==> src/rtl/dcache_array_arbiter_pkg.sv <==
// rtl/dcache_array_arbiter_pkg.sv - dcache array command/response types and arbiter constants
package dcache_array_arbiter_pkg;

  localparam int DCACHE_ARB_NREQ       = 3;
  localparam int DCACHE_ARB_STARVE_MAX = 8;

  typedef struct packed {
    logic        we;
    logic [5:0]  idx;
    logic [19:0] tag;
  } tag_req_t;

  typedef struct packed {
    logic        valid;
    logic [19:0] tag;
  } tag_rsp_t;

  typedef struct packed {
    logic        we;
    logic [5:0]  idx;
    logic [3:0]  be;
    logic [31:0] wdata;
  } data_req_t;

  typedef struct packed {
    logic [31:0] rdata;
  } data_rsp_t;

  typedef enum logic [1:0] {
    ARB_REFILL = 2'd0,
    ARB_STORE  = 2'd1,
    ARB_LOAD   = 2'd2
  } arb_src_e;

  typedef struct packed {
    logic     is_read;
    arb_src_e src;
  } arb_pipe_t;

  typedef enum logic {
    UNLOCKED = 1'b0,
    LOCKED   = 1'b1
  } lock_state_e;

endpackage

==> src/rtl/dcache_array_arbiter_rsp_pipe.sv <==
// rtl/dcache_array_arbiter_rsp_pipe.sv - fixed-latency read-owner pipe decoding to per-requester rsp_valid
module dcache_arb_rsp_pipe
  import dcache_array_arbiter_pkg::*;
#(
  parameter int RD_LAT = 1,
  parameter int NREQ   = DCACHE_ARB_NREQ
) (
  input  logic            clk_i,
  input  logic            rst_i,
  input  arb_pipe_t       push_i,
  output logic [NREQ-1:0] rsp_valid_o
);

  arb_pipe_t stage_q [RD_LAT];

  always_ff @(posedge clk_i) begin
    if (rst_i) begin
      for (int i = 0; i < RD_LAT; i++) stage_q[i] <= '0;
    end else begin
      stage_q[0] <= push_i;
      for (int i = 1; i < RD_LAT; i++) stage_q[i] <= stage_q[i-1];
    end
  end

  // Masked during reset so reads issued before reset never surface.
  always_comb begin
    rsp_valid_o = '0;
    for (int i = 0; i < NREQ; i++) begin
      if (!rst_i && stage_q[RD_LAT-1].is_read && (int'(stage_q[RD_LAT-1].src) == i))
        rsp_valid_o[i] = 1'b1;
    end
  end

endmodule

==> src/rtl/dcache_array_arbiter.sv <==
// rtl/dcache_array_arbiter.sv - shares dcache tag/data arrays between refill, store drain and load pipe
module dcache_array_arbiter
  import dcache_array_arbiter_pkg::*;
#(
  parameter int RD_LAT     = 1,
  parameter int STARVE_MAX = DCACHE_ARB_STARVE_MAX,
  parameter int NREQ       = DCACHE_ARB_NREQ
) (
  input  logic                   clk_i,
  input  logic                   rst_i,
  input  logic      [NREQ-1:0]   req_valid_i,
  output logic      [NREQ-1:0]   req_ready_o,
  input  tag_req_t  [NREQ-1:0]   req_tag_i,
  input  logic      [NREQ-1:0]   req_tag_en_i,
  input  data_req_t [NREQ-1:0]   req_data_i,
  input  logic      [NREQ-1:0]   req_data_en_i,
  input  logic                   refill_lock_i,
  output tag_req_t               tag_req_o,
  output logic                   tag_req_valid_o,
  output data_req_t              data_req_o,
  output logic                   data_req_valid_o,
  input  tag_rsp_t               tag_rsp_i,
  input  data_rsp_t              data_rsp_i,
  output logic      [NREQ-1:0]   rsp_valid_o,
  output tag_rsp_t               tag_rsp_o,
  output data_rsp_t              data_rsp_o,
  output logic                   lock_active_o
);

  localparam int              CW         = $clog2(STARVE_MAX + 1);
  localparam logic [CW-1:0]   STARVE_LIM = CW'(STARVE_MAX);

  lock_state_e     state_q, state_d;
  logic [CW-1:0]   starve_q, starve_d;
  logic [NREQ-1:0] grant;
  logic            starved;
  arb_pipe_t       push;

  assign starved = (starve_q == STARVE_LIM);

  always_comb begin
    grant   = '0;
    state_d = state_q;
    if (!rst_i) begin
      // While locked and the refill still holds the lock, nobody but refill may win.
      if (state_q == LOCKED && refill_lock_i)       grant[ARB_REFILL] = req_valid_i[ARB_REFILL];
      else if (req_valid_i[ARB_REFILL])             grant[ARB_REFILL] = 1'b1;
      else if (starved && req_valid_i[ARB_LOAD])    grant[ARB_LOAD]   = 1'b1;
      else if (req_valid_i[ARB_STORE])              grant[ARB_STORE]  = 1'b1;
      else if (req_valid_i[ARB_LOAD])               grant[ARB_LOAD]   = 1'b1;

      case (state_q)
        UNLOCKED: if (grant[ARB_REFILL] && refill_lock_i) state_d = LOCKED;
        LOCKED:   if (!refill_lock_i)                     state_d = UNLOCKED;
        default:                                          state_d = UNLOCKED;
      endcase
    end
  end

  always_comb begin
    starve_d = '0;
    if (req_valid_i[ARB_LOAD] && !grant[ARB_LOAD])
      starve_d = starved ? starve_q : starve_q + 1'b1;
  end

  always_ff @(posedge clk_i) begin
    if (rst_i) begin
      state_q  <= UNLOCKED;
      starve_q <= '0;
    end else begin
      state_q  <= state_d;
      starve_q <= starve_d;
    end
  end

  always_comb begin
    tag_req_o        = '0;
    data_req_o       = '0;
    tag_req_valid_o  = 1'b0;
    data_req_valid_o = 1'b0;
    push             = '0;
    for (int i = 0; i < NREQ; i++) begin
      if (grant[i]) begin
        tag_req_o        = req_tag_i[i];
        data_req_o       = req_data_i[i];
        tag_req_valid_o  = req_tag_en_i[i];
        data_req_valid_o = req_data_en_i[i];
        push.src         = arb_src_e'(i[1:0]);
      end
    end
    push.is_read = (tag_req_valid_o && !tag_req_o.we) || (data_req_valid_o && !data_req_o.we);
  end

  dcache_arb_rsp_pipe #(
    .RD_LAT (RD_LAT),
    .NREQ   (NREQ)
  ) u_rsp_pipe (
    .clk_i       (clk_i),
    .rst_i       (rst_i),
    .push_i      (push),
    .rsp_valid_o (rsp_valid_o)
  );

  assign req_ready_o   = grant;
  assign tag_rsp_o     = tag_rsp_i;
  assign data_rsp_o    = data_rsp_i;
  assign lock_active_o = (state_q == LOCKED);

endmodule

==> config.mk <==
export PLATFORM = sky130hd
export DESIGN_NAME = dcache_array_arbiter
export DESIGN_NICKNAME = d
export VERILOG_FILES = /design/src/rtl/dcache_array_arbiter_pkg.sv /design/src/rtl/dcache_array_arbiter_rsp_pipe.sv /design/src/rtl/dcache_array_arbiter.sv
export SDC_FILE = /design/constraint.sdc
export NUM_CORES = 1
export LEC_CHECK = 0
export CORE_AREA = 4 4 154 156
export DETAILED_ROUTE_END_ITERATION = 6
export DIE_AREA = 0 0 158 160
export HOLD_SLACK_MARGIN = 0.12
export SYNTH_ARGS = -nofsm -noshare
export SYNTH_HDL_FRONTEND = slang
export SYNTH_HIERARCHICAL = 1
export SYNTH_SLANG_ARGS = --single-unit
export TNS_END_PERCENT = 1
==> constraint.sdc <==
create_clock -name clk_i -period 4.8 [get_ports clk_i]
set_input_delay 1.44 -clock clk_i [delete_from_list [all_inputs] [get_ports clk_i]]
set_output_delay 1.44 -clock clk_i [all_outputs]
set_load 0.05 [all_outputs]
# Word-level counts from Yosys, hierarchy flattened
# Memories as Yosys holds them, arrays and structs flattened.
# Cells that the tools add are included.
[totals]
ram_bits = 3
memories = 1
ff_bits = 5
word_cells = 63
[classes]
n_bitwise = 2
muxes = 36
reduce_logical = 18
add_sub_neg = 1
eq_ne = 3
[mem_list]
columns = ["memory", "words", "width", "rd", "rd_ports_with_merged_regs", "write_ports", "line_no", "text"]
rows = [
  ["u_rsp_pipe.stage_q", 1, 3, 1, 0, 1, "dcache_array_arbiter_rsp_pipe.sv:14", "arb_pipe_t stage_q [RD_LAT];"],
]
[ops]
columns = ["cell", "n"]
rows = [
  ["43-bit 2-to-1 mux", 3],
  ["27-bit 2-to-1 mux", 3],
  ["1-bit 2-to-1 mux", 24],
  ["1-bit logical AND", 10],
  ["2-bit 2-to-1 mux", 3],
  ["3-bit 2-to-1 mux", 2],
  ["4-bit by 1-bit adder with 4-bit output, second input constant", 1],
  ["2-bit == test, second input constant", 2],
  ["4-bit == test, second input constant", 1],
  ["1-bit zero test", 4],
  ["3-bit OR reduction", 1],
  ["2-bit zero test", 1],
  ["1-bit NOT", 2],
  ["1-bit case mux with 2 select lines", 1],
  ["2-bit OR reduction", 1],
  ["1-bit logical OR", 1],
]

# Depth between registers and ports, before layout
# Gate-level depths: netlist of run 1.
[logic_depth]
depth_word = 13
mapped_depth = 9
ltp_nobuf = 8

# Modules after synthesis
# Netlist of run 1, hierarchy kept.
[by_module_without_submodules]
columns = ["mod", "seq_area_each_um2", "cells_each", "area_per_inst_um2", "instances"]
rows = [
  ["dcache_array_arbiter", 100.1, 263, 1910.6, 1],
  ["dcache_arb_rsp_pipe", 60.1, 9, 126.4, 1],
]

# Worst setup path before layout of run 1
# OpenSTA, ideal clock, no wires.
[synth_timing]
path_kind = "input to output"
from = "input port req_valid_i[0]"
to = "output port tag_req_o[17] (netlist name)"
required_ns = 3.360
arrival_time_ns = 2.936
path_stages = 5
slack_ns = 0.424
cell_sequence = "nor2b_1 buf_2 buf_1 a222oi_1 inv_1"
[synth_lines]
columns = ["item", "line_no", "text"]
rows = [
  ["start, declared", "dcache_array_arbiter.sv:11", "input logic [NREQ-1:0] req_valid_i,"],
  ["end, declared", "dcache_array_arbiter.sv:18", "output tag_req_t tag_req_o,"],
]

==> flow_metrics.tcl, run 1 <==
set metrics [dict create \
    hold_viol 0 \
    path_clk_slew_ps 30 \
    vias 3222 \
    root_buffer "clkbuf_16" \
    min_path_type "flop to flop" \
    dp_hpwl_um 11300 \
    worstMarginPinSlew_ps 567 \
    synth_top_cells_by_count "inv_1, a222oi_1, buf_4" \
    r2r_start "starve_q[0]$_SDFFE_PP0P_" \
    ys_top_cells_by_area "a222oi_1, buf_4, inv_1" \
    yosysTopAreaCellShare 0.334 \
    whs_ps 554 \
    fp.dieW_um 158 \
    cp.required_ps 3360 \
    core_sq_um 22400 \
    htree_levels 1 \
    ir_drop_v 0.0000783 \
    cp_max_fo 32 \
    grt_max_degree 37 \
    netlist_area_sq_um 2040 \
    synth_nets 549 \
    final_nets 800 \
    period_needed_ps 4690 \
    worst_slack_ps 112 \
    setup_viol_count_final 0 \
    grt_overflow_total 0 \
    drtAntennaViolNets 0 \
    cts_tree "built" \
    worstSetupStartpoint "req_valid_i[0]" \
    preCtsSetupSlack_ps -27.7 \
    die_h_um 160 \
    yosysSeqAreaShare 0.0786 \
    placed_cell_area_sq_um 4980 \
    synthToLayoutAreaGrowth_pct 149 \
    p_per_area_nw_per_um2 151 \
    viasPerCell 4.00 \
    syn_area_per_cell_sq_um 7.49 \
    register_area_sq_um 160 \
    yosysUniqueCellTypes 37 \
    crit_path_end_kind "primary output" \
    startpoint_type "input port" \
    grt_usage 0.0908 \
    fillerInstances 2486 \
    ctsHoldBuffers 0 \
    netlist_instances 272 \
    skew_ps 3.53 \
    status "complete, but fails checks" \
    place.gp.congestion 0.812 \
    fin_area_sq_um 5070 \
    cts_made_buffers 3 \
    numPortBuffers 300 \
    rows 55 \
    io_pins 407 \
    grt_pass1_wl_um 18300 \
    wl_per_cell_um 16.5 \
    finalSetupTns_ps 0 \
    drv_cap 0 \
    critPathKind "input port to primary output" \
    async_reset_ff_frac 0 \
    fmax_mhz 213 \
    yosysMostFrequentCell "inv_1" \
    antenna_found_initial 0 \
    first_iter_violations 430 \
    worstPathArrival_ps 3250 \
    ys_ff_latch 8 \
    multi_input_area_sq_um 1070 \
    rsz0062_at_grt "no" \
    clkLatencyLatePin_ps 230 \
    violations "design-rule violations" \
    drt_first_pass_iters 7 \
    synth_edf_count 0 \
    finalPower_uw 764 \
    synth_top_area_cell "a222oi_1" \
    ys.warnings.count 6 \
    grt_pass1_vias 3294 \
    antenna_cells 0 \
    slew_violations 0 \
    die_area_sq_um 25300 \
    post-route-period-util 0.977 \
    min_from "lock_active_o$_SDFF_PP0_" \
    start_util 0.0911 \
    post-route-drc-count 4 \
    clockBufferDepth 2 \
    leakage_nw 2.39 \
    wl_um 13300 \
    drive_gt1_frac 0.228 \
    cts.sinks 8 \
    synth_flop_cell "dfxtp_1" \
    relSlewSlack 0.612 \
]
## power breakdown
group / switching (mW) / internal, mW
Sequential: 0.00207 / 0.0692
Clock: 0.0314 / 0.107
Combinational: 0.278 / 0.277
Total: 0.311 / 0.453
## path summary, 6_finish.rpt
| kind | cells past startpoint | endpoint | slack (ps) |
|---|---|---|---|
| worst max-delay path | 8 | data_req_o[37] | 110 |
| worst min-delay path | 2 | lock_active_o$_SDFF_PP0_ | 550 |
| worst max register to register | 8 | u_rsp_pipe/stage_q[0][2]$_SDFF_PP0_ | 2660 |
| worst min register to register | 2 | lock_active_o$_SDFF_PP0_ | 550 |
## per-stage QoR
step | util | std cells
final | 0.227 | 806
after floorplan | - | 272
after global placement | 0.223 | 804
after CTS | 0.226 | 807
after global routing | 0.227 | 806
after detailed placement | 0.223 | 804
## layout by cell type, fill, tap and decap left out
cell and instances:
dfxtp_1 8, or3_1 1, xor2_1 2, nor2_1 8
nand3b_2 1, o32ai_1 1, a2111oi_0 2, inv_4 1
and3b_1 1, a211o_4 1, a211oi_2 1, nor4b_2 1
clkdlybuf4s50_1 219, ha_1 2, nand2_1 3, xnor2_1 1
dlymetal6s2s_1 1, nand4b_4 1, dlygate4sd2_1 2, a41oi_1 1
a21oi_1 1, inv_1 73, a221oi_2 1, buf_12 11
and3_4 1, a211o_1 1, a31oi_1 2, buf_4 87
mux2_4 1, nand4_1 2, a222oi_1 68, nor2b_4 1
nand3_1 1, nor3b_1 1, and2b_2 3, and4bb_2 2
and3_1 1, clkbuf_16 3, buf_6 3
## metal layers
layer / track usage / vias up / wire length (um)
met1: 0.103 / 1485 / 4890
li1: - / 1489 / -
met3: 0.0276 / 22 / 1560
met2: 0.166 / 226 / 6560
met5: 0 / - / 0
met4: 0.0198 / 0 / 259
## area by class of cell
type	count	share of cell area
Multi-Input combinational cell	113	0.211
Sequential cell	8	0.0316
Timing Repair Buffer	323	0.617
Clock buffer	3	0.0148
Inverter	74	0.0553
Tap cell	285	0.0704
## timing repair
item / in CTS / in global routing
setup buffers: 0 / 0
hold endpoints to repair: 0 / 0
pin swaps: 1 / 1
resized for setup: 4 / 4
endpoints found under the setup margin: 3 / 15
## kinds of logic (layout without fill, tap and decap cells)
family	Yosys count	in the layout	share of synthesized area
compound gates	79	79	0.386
xor+xnor	3	3	0.0129
fa+ha+maj	2	2	0.0123
buf+inv	151	400	0.404
flops	8	8	0.0786
mux	1	1	0.00737
simple gates	28	28	0.0989
## state kept, by name, indices dropped and copies added (netlist names)
signal,flops
u_rsp_pipe/stage_q,3
lock_active_o,1
starve_q,4
## critical path, stage by stage
cell and delay [ps]:
clkdlybuf4s50_1 430, a211o_1 310, a211o_4 330, inv_4 110, buf_12 190, a222oi_1 120, inv_1 80, buf_4 190
(Power assumes the default switching activity.)
==> inputs of run 2 (changes only) <==
--- a/config.mk
+++ b/config.mk
@@ -8,9 +8,9 @@
 export CORE_AREA = 4 4 154 156
 export DETAILED_ROUTE_END_ITERATION = 6
 export DIE_AREA = 0 0 158 160
+export GPL_TIMING_DRIVEN = 0
 export HOLD_SLACK_MARGIN = 0.12
 export SYNTH_ARGS = -nofsm -noshare
 export SYNTH_HDL_FRONTEND = slang
 export SYNTH_HIERARCHICAL = 1
 export SYNTH_SLANG_ARGS = --single-unit
-export TNS_END_PERCENT = 1
==> constraint.sdc (replaced) <==
create_clock -name clk_i -period 4.8 [get_ports clk_i]
set_input_delay 1.44 -clock clk_i [delete_from_list [all_inputs] [get_ports clk_i]]
set_output_delay 1.44 -clock clk_i [all_outputs]
set_load 0.005 [all_outputs]
==> run 2 against run 1 <==
Compared with the run above:
- critical path type unchanged
- register-to-register slack better by 50 ps
- final cell count up 14%
- the run still ends with design-rule violations left
- total power down 9.1%
==> flow_metrics.tcl, run 2 (same netlist as run 1, synthesis figures left out) <==
set metrics [dict create \
    status "complete, but fails checks" \
    violations "design-rule violations" \
    post-route-drc-count 2 \
    grt_overflow_total 0 \
    clkLatencyLatePin_ps 230 \
    place.gp.congestion 0.761 \
    p_int_uw 521 \
    grt_pass1_wl_um 20900 \
    worstPathArrival_ps 3280 \
    cts_tree "built" \
    dp_hpwl_um 13200 \
    startpoint_type "input port" \
    final_cell_mix "clkdlybuf4s50_1, inv_1, a222oi_1" \
    vias 3744 \
    top_register "starve_q" \
    start_util 0.0911 \
    setup_viol_count_final 0 \
    p_per_area_nw_per_um2 113 \
    crit_path_end_kind "primary output" \
    die_h_um 160 \
    fp.dieW_um 158 \
    wl_per_cell_um 17.0 \
    cp.required_ps 3360 \
    post-route-period-util 0.984 \
    viasPerCell 4.06 \
    wl_um 15700 \
    drive_gt1_frac 0.165 \
    path_clk_slew_ps 30 \
    pwr-share-clk 0.200 \
    root_buffer "clkbuf_16" \
    first_iter_violations 375 \
    critPathKind "input port to primary output" \
    comb_power_share 0.698 \
    antenna_found_initial 1 \
    htree_levels 1 \
    final_nets 916 \
    skew_ps 1.87 \
    preCtsSetupSlack_ps -734 \
    ir_drop_v 0.000104 \
    slew_violations 0 \
    io_pins 407 \
    clockBufferDepth 2 \
    period_needed_ps 4720 \
    stdcell_count 922 \
    drt_first_pass_iters 7 \
    cts_made_buffers 3 \
    seqPwrFrac 0.103 \
    grt_usage 0.106 \
    hold_viol 0 \
    rows 55 \
    leakage_nw 2.77 \
    worstMarginPinSlew_ps 471 \
    swShare 0.249 \
    min_path_type "flop to flop" \
    final_common_cell "clkdlybuf4s50_1" \
    cp_max_fo 10 \
    synthToLayoutAreaGrowth_pct 202 \
    antenna_cells 0 \
    relSlewSlack 0.678 \
    largest_register_ff_count 4 \
    die_area_sq_um 25300 \
    core_sq_um 22400 \
    worst_slack_ps 78.1 \
    numPortBuffers 353 \
    drtAntennaViolNets 0 \
    drv_cap 0 \
    grt_pass1_vias 3727 \
    ctsHoldBuffers 0 \
    rsz0062_at_grt "no" \
    fmax_mhz 212 \
    cts.sinks 8 \
    dpl.cell_count 910 \
    grt_max_degree 13 \
    power_switching_uw 173 \
]
[run 2: layout make-up]
cell class                      count  area, sq um
Sequential cell                     8          160
Timing Repair Buffer              361         3600
Clock buffer                        3         75.1
Tap cell                          285          357
Inverter                           74          290
Fill cell                        2421        16200
Buffer                             77          594
Multi-Input combinational cell    113         1070
Timing Repair inverter              1         8.76
[run 2: through the flow]
stage	hold WS, ps	util	cell area, sq um	power [mW]	setup TNS (ps)
detailed placement	517	0.265	5930	0.555	-44730
CTS	547	0.274	6120	0.701	0
global placement	514	0.265	5930	0.553	-47900
finish	552	0.275	6150	0.694	0
global route	577	0.275	6150	0.732	0
floorplan	507	-	2040	0.200	0
[run 2: final timing paths]
kind	depth (start not counted)	start	endpoint	slack (ps)
max	7	req_valid_i[1]	tag_req_o[21]	80
min	2	lock_active_o$_SDFF_PP0_	lock_active_o$_SDFF_PP0_	550
max reg2reg	8	starve_q[0]$_SDFFE_PP0P_	u_rsp_pipe/stage_q[0][2]$_SDFF_PP0_	2710
min reg2reg	2	lock_active_o$_SDFF_PP0_	lock_active_o$_SDFF_PP0_	550
[run 2: critical path: stages]
cell	delay, ps
dlygate4sd2_1	330
and3_4	190
buf_6	140
buf_2	200
a222oi_1	440
inv_1	80
clkdlybuf4s50_1	450
[run 2: metal layers]
| layer | GRT usage | vias to the layer above | share of wire |
|---|---|---|---|
| met5 | 0 | - | 0.00083 |
| li1 | - | 1725 | - |
| met1 | 0.118 | 1743 | 0.36 |
| met4 | 0.0128 | 2 | 0.0080 |
| met3 | 0.0282 | 8 | 0.11 |
| met2 | 0.204 | 266 | 0.52 |
[run 2: power groups by stage]
stage | clock network [mW] | logic [mW] | registers [mW]
2_1_floorplan | 0 | 0.128 | 0.0718
3_3_place_gp | 0 | 0.481 | 0.0721
3_5_place_dp | 0 | 0.482 | 0.0721
4_1_cts | 0.140 | 0.490 | 0.0713
5_1_grt | 0.144 | 0.517 | 0.0717
6_report | 0.139 | 0.484 | 0.0714
[run 2: repair_timing]
item,4_1_cts,5_1_grt
gates cloned,1,1
pin swaps,5,2
gates resized for setup,37,13
setup endpoints to repair,75,64
setup buffers,6,1
==> inputs of run 3 (changes only) <==
--- a/config.mk
+++ b/config.mk
@@ -5,11 +5,12 @@
 export SDC_FILE = /design/constraint.sdc
 export NUM_CORES = 1
 export LEC_CHECK = 0
+export ABC_AREA = 0
 export CORE_AREA = 4 4 154 156
+export CTS_CLUSTER_SIZE = 10
 export DETAILED_ROUTE_END_ITERATION = 6
 export DIE_AREA = 0 0 158 160
 export GPL_TIMING_DRIVEN = 0
-export HOLD_SLACK_MARGIN = 0.12
 export SYNTH_ARGS = -nofsm -noshare
 export SYNTH_HDL_FRONTEND = slang
 export SYNTH_HIERARCHICAL = 1
==> results of run 3 <==
No change in the layout: final DEF, timing and power equal those of run 2.
